==> src/rtl/hdmi_stream_timing.sv <==
// Raster timing generator plus AXI4-Stream frame aligner. Outputs are 1 clk_pix after hc/vc.
// Ready is combinational from registered state, raster position and valid/user; it is held low outside active mode 0.
module hdmi_stream_timing #(
  parameter int BPC      = 8,
  parameter int H_ACTIVE = 1366,
  parameter int H_FP     = 14,
  parameter int H_SYNC   = 56,
  parameter int H_BP     = 64,
  parameter int V_ACTIVE = 768,
  parameter int V_FP     = 1,
  parameter int V_SYNC   = 3,
  parameter int V_BP     = 28,
  parameter bit HS_POL   = 1'b1,
  parameter bit VS_POL   = 1'b1,
  parameter int CW       = 12
) (
  input  logic                 clk_pix,
  input  logic                 reset_n,
  input  logic [1:0]           mode,
  input  logic [3*BPC-1:0]     solid_rgb,
  input  logic                 clr_status,
  input  logic [3*BPC-1:0]     s_axis_video_data,
  input  logic                 s_axis_video_valid,
  input  logic                 s_axis_video_user,
  input  logic                 s_axis_video_last,
  output logic                 s_axis_video_ready,
  output logic [CW-1:0]        sx,
  output logic [CW-1:0]        sy,
  output logic                 hsync,
  output logic                 vsync,
  output logic                 de,
  output logic [3*BPC-1:0]     rgb,
  output logic                 locked,
  output logic                 underflow,
  output logic                 sync_err
);

  localparam int H_TOTAL = H_ACTIVE + H_FP + H_SYNC + H_BP;
  localparam int V_TOTAL = V_ACTIVE + V_FP + V_SYNC + V_BP;
  localparam int BAR_W   = H_ACTIVE / 8;

  localparam logic [CW-1:0] H_LAST   = CW'(H_TOTAL - 1);
  localparam logic [CW-1:0] V_LAST   = CW'(V_TOTAL - 1);
  localparam logic [CW-1:0] H_ACT    = CW'(H_ACTIVE);
  localparam logic [CW-1:0] V_ACT    = CW'(V_ACTIVE);
  localparam logic [CW-1:0] H_EOL    = CW'(H_ACTIVE - 1);
  localparam logic [CW-1:0] HS_BEG   = CW'(H_ACTIVE + H_FP);
  localparam logic [CW-1:0] HS_END   = CW'(H_ACTIVE + H_FP + H_SYNC);
  localparam logic [CW-1:0] VS_BEG   = CW'(V_ACTIVE + V_FP);
  localparam logic [CW-1:0] VS_END   = CW'(V_ACTIVE + V_FP + V_SYNC);
  localparam logic [CW-1:0] BAR_LAST = CW'(BAR_W - 1);

  typedef enum logic [1:0] {S_SEARCH, S_WAIT, S_LOCKED} state_t;

  logic [CW-1:0]      hc, vc;
  logic               hc_wrap, frame_end, origin;
  logic               de_i, hs_i, vs_i;
  logic [1:0]         act_mode;
  state_t             state_q, state_d;
  logic               rdy, take, set_uf, set_se;
  logic [CW-1:0]      bar_cnt;
  logic [2:0]         bar_idx;
  logic [2:0]         bar_bgr;
  logic [3*BPC-1:0]   bar_rgb;
  logic [3*BPC-1:0]   pix_d;

  assign hc_wrap   = (hc == H_LAST);
  assign frame_end = hc_wrap && (vc == V_LAST);
  assign origin    = (hc == '0) && (vc == '0);
  assign de_i      = (hc < H_ACT) && (vc < V_ACT);
  assign hs_i      = (hc >= HS_BEG) && (hc < HS_END);
  assign vs_i      = (vc >= VS_BEG) && (vc < VS_END);

  always_ff @(posedge clk_pix) begin
    if (!reset_n) begin
      hc <= '0;
      vc <= '0;
    end else if (hc_wrap) begin
      hc <= '0;
      vc <= (vc == V_LAST) ? '0 : vc + 1'b1;
    end else begin
      hc <= hc + 1'b1;
    end
  end

  // Mode only changes at the frame boundary so a frame is never split between sources.
  always_ff @(posedge clk_pix) begin
    if (!reset_n || frame_end) act_mode <= mode;
  end

  always_ff @(posedge clk_pix) begin
    if (!reset_n) state_q <= S_SEARCH;
    else          state_q <= state_d;
  end

  always_comb begin
    state_d = state_q;
    rdy     = 1'b0;
    take    = 1'b0;
    set_uf  = 1'b0;
    set_se  = 1'b0;
    if (act_mode != 2'd0) begin
      state_d = S_SEARCH;
    end else begin
      case (state_q)
        S_SEARCH: begin
          rdy = !(s_axis_video_valid && s_axis_video_user);
          if (s_axis_video_valid && s_axis_video_user) state_d = S_WAIT;
        end
        S_WAIT: begin
          rdy = origin;
          if (origin) begin
            if (s_axis_video_valid) begin
              take    = 1'b1;
              state_d = S_LOCKED;
            end else begin
              set_uf = 1'b1;
            end
          end
        end
        S_LOCKED: begin
          rdy = de_i && !(s_axis_video_valid && s_axis_video_user && !origin);
          // SOF waiting during blanking is the next frame's start, not an error.
          if (de_i) begin
            if (!s_axis_video_valid) begin
              set_uf  = 1'b1;
              state_d = S_SEARCH;
            end else if (s_axis_video_user && !origin) begin
              set_se  = 1'b1;
              state_d = S_WAIT;
            end else begin
              take = 1'b1;
            end
          end
        end
        default: state_d = S_SEARCH;
      endcase
      if (take && (s_axis_video_last != (hc == H_EOL))) begin
        set_se  = 1'b1;
        state_d = S_SEARCH;
      end
    end
  end

  assign s_axis_video_ready = rdy && reset_n;
  assign locked             = (state_q == S_LOCKED);

  always_ff @(posedge clk_pix) begin
    if (!reset_n || hc_wrap) begin
      bar_cnt <= '0;
      bar_idx <= '0;
    end else if (bar_cnt == BAR_LAST) begin
      bar_cnt <= '0;
      if (bar_idx != 3'd7) bar_idx <= bar_idx + 3'd1;
    end else begin
      bar_cnt <= bar_cnt + 1'b1;
    end
  end

  always_comb begin
    case (bar_idx)
      3'd0:    bar_bgr = 3'b111;
      3'd1:    bar_bgr = 3'b011;
      3'd2:    bar_bgr = 3'b110;
      3'd3:    bar_bgr = 3'b010;
      3'd4:    bar_bgr = 3'b101;
      3'd5:    bar_bgr = 3'b001;
      3'd6:    bar_bgr = 3'b100;
      default: bar_bgr = 3'b000;
    endcase
    bar_rgb = {{BPC{bar_bgr[2]}}, {BPC{bar_bgr[1]}}, {BPC{bar_bgr[0]}}};
  end

  always_comb begin
    pix_d = '0;
    if (de_i) begin
      case (act_mode)
        2'd0:    pix_d = take ? s_axis_video_data : '0;
        2'd1:    pix_d = bar_rgb;
        2'd2:    pix_d = solid_rgb;
        default: pix_d = '0;
      endcase
    end
  end

  always_ff @(posedge clk_pix) begin
    if (!reset_n) begin
      sx    <= '0;
      sy    <= '0;
      hsync <= !HS_POL;
      vsync <= !VS_POL;
      de    <= 1'b0;
      rgb   <= '0;
    end else begin
      sx    <= hc;
      sy    <= vc;
      hsync <= HS_POL ? hs_i : !hs_i;
      vsync <= VS_POL ? vs_i : !vs_i;
      de    <= de_i;
      rgb   <= pix_d;
    end
  end

  always_ff @(posedge clk_pix) begin
    if (!reset_n) begin
      underflow <= 1'b0;
      sync_err  <= 1'b0;
    end else begin
      underflow <= set_uf || (underflow && !clr_status);
      sync_err  <= set_se || (sync_err && !clr_status);
    end
  end

endmodule

==> config.mk <==
export PLATFORM = sky130hd
export DESIGN_NAME = hdmi_stream_timing
export DESIGN_NICKNAME = d
export VERILOG_FILES = /design/src/rtl/hdmi_stream_timing.sv
export SDC_FILE = /design/constraint.sdc
export NUM_CORES = 1
export LEC_CHECK = 0
export ABC_AREA = 1
export BUFFER_PORTS_ARGS = -buffer_cell sky130_fd_sc_hd__buf_2
export CORE_MARGIN = 1
export CORE_UTILIZATION = 40
export CTS_BUF_LIST = sky130_fd_sc_hd__clkbuf_8
export DETAILED_ROUTE_END_ITERATION = 12
export GPL_TIMING_DRIVEN = 0
export SLEW_MARGIN = 20
export SYNTH_ARGS = -nofsm -noshare
export SYNTH_HDL_FRONTEND = slang
export SYNTH_SLANG_ARGS = --single-unit
==> constraint.sdc <==
create_clock -name clk_pix -period 2 [get_ports clk_pix]
set_input_delay 0.2 -clock clk_pix [delete_from_list [all_inputs] [get_ports clk_pix]]
set_output_delay 0.2 -clock clk_pix [all_outputs]
set_load 0.005 [all_outputs]
==> results of run 1 <==
==> what timing repair did <==
action | CTS | global route
hold buffers | 2 | 0
hold endpoints to repair | 2 | 0
resized for setup | 15 | 25
pin swaps | 6 | 12
cloned | 0 | 3
endpoints found under the setup margin | 1 | 28
buffers inserted | 7 | 4
==> sequential cells by signal, summed over array words and instances, names as in the netlist <==
register and flops:
rgb 24, sync_err 1, sx 12, sy 12, vc 12, bar_cnt 12, bar_idx 3, hc 12
vsync 1, de 1, act_mode 2, state_q 2, underflow 1, hsync 1
==> synthesized netlist by cell type (4+ instances only) <==
master    instances  share of area [%]
a21oi_1          75                8.6
buf_2             9                1.0
clkbuf_1          8               0.69
dfxtp_1          94                 43
ha_1             19                5.4
inv_1            74                6.3
nand2_1          99                8.5
nand2_2           4               0.57
nand3_1          24                2.7
nand4_1          29                4.1
nor2_1           67                5.7
nor3_1           15                1.7
nor3b_1           4               0.69
o21ai_0          12                1.4
xor2_1            4               0.80
==> power by group through the flow <==
stage | clock (µW) | combinational [µW] | sequential, µW
after floorplan | 0 | 142 | 2030
after global placement | 0 | 275 | 2020
after detailed placement | 0 | 280 | 2030
after CTS | 1140 | 317 | 1980
after global routing | 1250 | 373 | 1980
final | 1100 | 337 | 1980
==> critical path, delay by kind of cell (launching register included) <==
family | cells | cell delay (ps)
DFF | 1 | 340
buffers and inverters | 3 | 230
and+or+nand+nor | 9 | 730
adders and majority gates | 1 | 130
==> per-layer routing <==
layer / track usage (%) / wire length [µm] / share of wire [%]
met1: 22.9 / 5010 / 46
met2: 31.6 / 4990 / 46
met3: 4.92 / 609 / 5.6
met4: 7.83 / 187 / 1.7
met5: 0 / 0 / 0
==> metrics by stage <==
stage	worst slack [ps]	instances	hold WS (ps)	util, %	total power (µW)
2_1_floorplan	452	580	299	-	2170
3_3_place_gp	136	825	390	48.7	2300
3_5_place_dp	109	825	384	48.7	2310
4_1_cts	-22.5	850	70.3	51.4	3440
5_1_grt	-117	856	83.2	52.5	3600
6_report	15.5	856	85.3	52.5	3420
==> area by class of cell <==
cell class                 instances  area, µm²
buffer                            22        118
clock inverter                     7       40.0
fill                            1072       4970
timing repair buffer             124        667
tap                              136        170
multi-input combinational        384       2130
inverter                          78        293
sequential                        96       1950
clock buffer                       9        124
==> logic make-up (layout without fill, tap and decap cells) <==
kind of cell / Yosys count / in the layout / synth area share (%)
DFF: 96 / 96 / 44.4
adders and majority gates: 19 / 19 / 5.43
and+or+nand+nor: 264 / 265 / 28.5
AOI/OAI and AO/OA: 95 / 95 / 11.3
xor gates and xnor gates: 5 / 5 / 1.00
buffers and inverters: 101 / 240 / 9.43
==> final timing paths <==
| check | startpoint | endpoint | slack [ps] |
|---|---|---|---|
| worst max register to register | hc[0] | rgb[9] | 50 |
| worst max-delay path | hc[0] | s_axis_video_ready | 20 |
| worst min register to register | vc[10] | sy[10] | 460 |
| worst min-delay path | clr_status | sync_err | 90 |
==> qor.csv, run 1 <==
metric,value,unit
grt_pass1_wl,17.0,mm
die_width,107,µm
power_frac_clock,32.2,%
synth_cell_types,40,
syn-mean-instance-area,7.55,µm²
grt_pass1_vias,3780,
relSlewSlack,61.5,%
arrival,1780,ps
cts_tree,yes,
setup_viol,0,
overflow,0,
htree_levels,3,
drive_gt1_share,28.1,%
peakVddDrop,0.337,mV
cp_max_fo,2,
synth_seq_area_share,44.4,%
rsz0062_at_grt,yes,
post-dp-hpwl,7.94,mm
finalNetCount,790,
dr.pass1.iters,4,
synth-async-reset-ratio,0,%
dr_total_vias,4186,
setup.worst_path.class,reg2out,
synth_area,4380,µm²
grt_usage,18.9,%
maxCapViolCount,0,
hold_depth,4,
synthToLayoutAreaGrowth,25.4,%
dr.first_iter.drc_count,219,
ys_ff_latch,96,
cts_made_buffers,9,
clock_latency,370,ps
powerDensity,622,nW/µm²
startpoint_type,flop,
skew,10.9,ps
total_leakage_power,0.00261,µW
die_h,107,µm
netlist_instances,580,
gp_congestion,0.860,
cpPeakStageDelay,340,ps
final_max_slew_viol_count,0,
die_area,11400,µm²
clk_pin_slew,90,ps
clockBufferDepth,2,
crit_path_top_delay_cell,dfxtp_2,
final_cell_area,5490,µm²
io_pins,111,
switchingPower,869,µW
drcViolationCount,0,
port_buffers,109,
tightest_slew,575,ps
timing.fmax,504,MHz
worst_r2r_path_depth,15,
antenna_found_initial,0,
ys.flop_type,dfxtp_1,
mostFrequentLayoutCell,buf_2,
fin_crit_sh,99.2,%
cts.sinks,96,
p_comb_share,9.9,%
crit_required,1800,ps
final_cell_mix,"116 x buf_2, 97 x nand2_1, 88 x dfxtp_1",
rows,37,
seqPwrFrac,57.9,%
vias_per_cell,4.89,
p_int,2550,µW
grt_start_max_net_pins,16,
postPlaceCellArea,5090,µm²
wire_per_inst,12.6,µm
syn_nets,655,
core_area,10500,µm²
cts_root_buf,clkbuf_8,
drt-total-wl,10.8,mm
netSwitchingFraction,25.4,%
tns,0,ps
ant_nets,0,
initial_utilization,41.8,%
synth-edff-count,2,
min_period,1980,ps
antenna_cells,0,
worst_hold_path_type,in2reg,
crit_chain,inv_2 -> ha_4 -> inv_2 -> nor2_1 -> nand2_1 -> nor2_2 -> nand3_2 -> nand3_2 -> nand3_2 -> nand2_1 -> nor2_1 -> nor2_1 -> buf_2,
yosys_warnings,0,
endpoint_kind,primary output,
hold_viol,0,
status,completed,
No activity file was read; power rests on OpenSTA's default activity.
==> run 2, diff against run 1 <==
--- a/config.mk
+++ b/config.mk
@@ -12,6 +12,7 @@
 export CTS_BUF_LIST = sky130_fd_sc_hd__clkbuf_8
 export DETAILED_ROUTE_END_ITERATION = 12
 export GPL_TIMING_DRIVEN = 0
+export MAX_ROUTING_LAYER = met4
 export SLEW_MARGIN = 20
 export SYNTH_ARGS = -nofsm -noshare
 export SYNTH_HDL_FRONTEND = slang
==> run 2 against run 1 <==
Clock skew barely moved. First-iteration DRC count rose by 13%. Flip-flop and latch count did not move. Power barely moved. Non-clock buffer count did not move.
==> qor.csv, run 2 (synthesized netlist as in run 1, its figures left out) <==
metric,value,unit
cts_tree,yes,
cp_max_fo,2,
wire_per_inst,12.6,µm
die_width,107,µm
crit_path_top_delay_cell,dfxtp_2,
hold_start,clr_status,
total_power,3420,µW
finalNonFillerCells,856,
dp_cells,825,
crit_chain,inv_2 -> ha_4 -> inv_2 -> nor2_1 -> nand2_1 -> nor2_2 -> nand3_2 -> nand3_2 -> nand3_2 -> nand2_1 -> nor2_1 -> nor2_1 -> buf_2,
grt_pass1_wl,17.0,mm
min_period,1990,ps
power_frac_clock,32.2,%
dr.pass1.iters,5,
r2r-start,hc[0],
cts.sinks,96,
finalNetCount,790,
crit_family,simple AND/OR/NAND/NOR gates,
maxCapViolCount,0,
seqPwrFrac,57.9,%
relSlewSlack,60.8,%
io_pins,111,
timing.fmax,502,MHz
crit_required,1800,ps
multi_input_area,2130,µm²
drt-total-wl,10.8,mm
grt_start_max_net_pins,16,
initial_utilization,41.8,%
met1_length,4.89,mm
setup_viol,0,
wl_met2,5.04,mm
dr_total_vias,4202,
rows,37,
htree_levels,3,
arrival,1790,ps
final_cell_mix,"116 x buf_2, 97 x nand2_1, 88 x dfxtp_1",
drcViolationCount,0,
ant_nets,0,
mostFrequentLayoutCell,buf_2,
fin_crit_sh,99.5,%
hold_viol,0,
clk_pin_slew,90,ps
grt_pass1_vias,3779,
dr_wl_met3,704,µm
netSwitchingFraction,25.4,%
clockBufferDepth,2,
powerDensity,622,nW/µm²
hold_ws,84.2,ps
rsz0062_at_grt,yes,
seq_area,1950,µm²
port_buffers,109,
antenna_found_initial,0,
total_leakage_power,0.00261,µW
antenna_cells,0,
fin_util,52.5,%
peakVddDrop,0.337,mV
final_max_slew_viol_count,0,
cts_made_buffers,9,
p_comb_share,9.8,%
clock_latency,370,ps
die_area,11400,µm²
synthToLayoutAreaGrowth,25.4,%
switchingPower,868,µW
core_area,10500,µm²
drive_gt1_share,28.1,%
overflow,0,
dr.first_iter.drc_count,248,
largest_reg_flops,24,
startpoint_type,flop,
cpPeakStageDelay,340,ps
routed.top_layer,met4,
startpoint,hc[0],
cts_root_buf,clkbuf_8,
status,completed,
endpoint_kind,primary output,
post-dp-hpwl,7.94,mm
vias_per_cell,4.91,
gp_congestion,0.874,
skew,10.7,ps
worst_hold_path_type,in2reg,
fillers,1072,
critPathBufInv,3,
setup.worst_path.class,reg2out,
top_register,rgb,
p_int,2550,µW
tightest_slew,587,ps
die_h,107,µm
grt_usage,19.4,%
==> run 2: cell counts in the layout (fill, tap and decap cells not counted) <==
No cell type changed its count.
==> run 2: final cells by class <==
class / count / area share [%]
multi-input combinational: 384 / 38.8
sequential: 96 / 35.5
buffer: 22 / 2.14
tap: 136 / 3.10
clock buffer: 9 / 2.26
clock inverter: 7 / 0.729
inverter: 78 / 5.33
timing repair buffer: 124 / 12.1
==> run 2: repair_timing <==
action                                  4_1_cts  5_1_grt
endpoints found under the setup margin        1       28
gates cloned                                  0        3
hold buffers                                  2        0
buffers inserted                              7        4
hold endpoints to repair                      2        0
pin swaps                                     6       12
resized for setup                            15       25
==> run 2: path summary, 6_finish.rpt <==
kind	end	slack, ps	depth (start not counted)
worst max-delay path	s_axis_video_ready	9	13
worst min-delay path	sync_err	80	4
worst max register to register	rgb[9]	50	15
worst min register to register	sy[10]	450	2
==> run 2: power groups by stage <==
stage	registers, µW	clock network, µW	logic [µW]
global placement	2020	0	275
detailed placement	2030	0	280
floorplan	2030	0	142
finish	1980	1100	336
CTS	1980	1140	317
global route	1980	1240	373
==> run 2: worst min-delay path: cells and delay by family <==
kind | cells | cell delay [ps]
buf+inv | 2 | 110
simple gates | 2 | 110
==> run 2: stage by stage <==
step | setup TNS (ps) | setup slack [ps] | cell area (µm²)
2_1_floorplan | 0 | 452 | 4380
3_3_place_gp | 0 | 136 | 5090
3_5_place_dp | 0 | 109 | 5090
4_1_cts | -22.5 | -22.5 | 5370
5_1_grt | -603 | -117 | 5490
6_report | 0 | 9.13 | 5490
==> run 2: per-layer routing <==
layer	up-vias	track usage, %
met1	1902	22.9
met2	138	31.6
met5	-	-
met3	16	4.92
li1	2146	-
met4	0	7.83
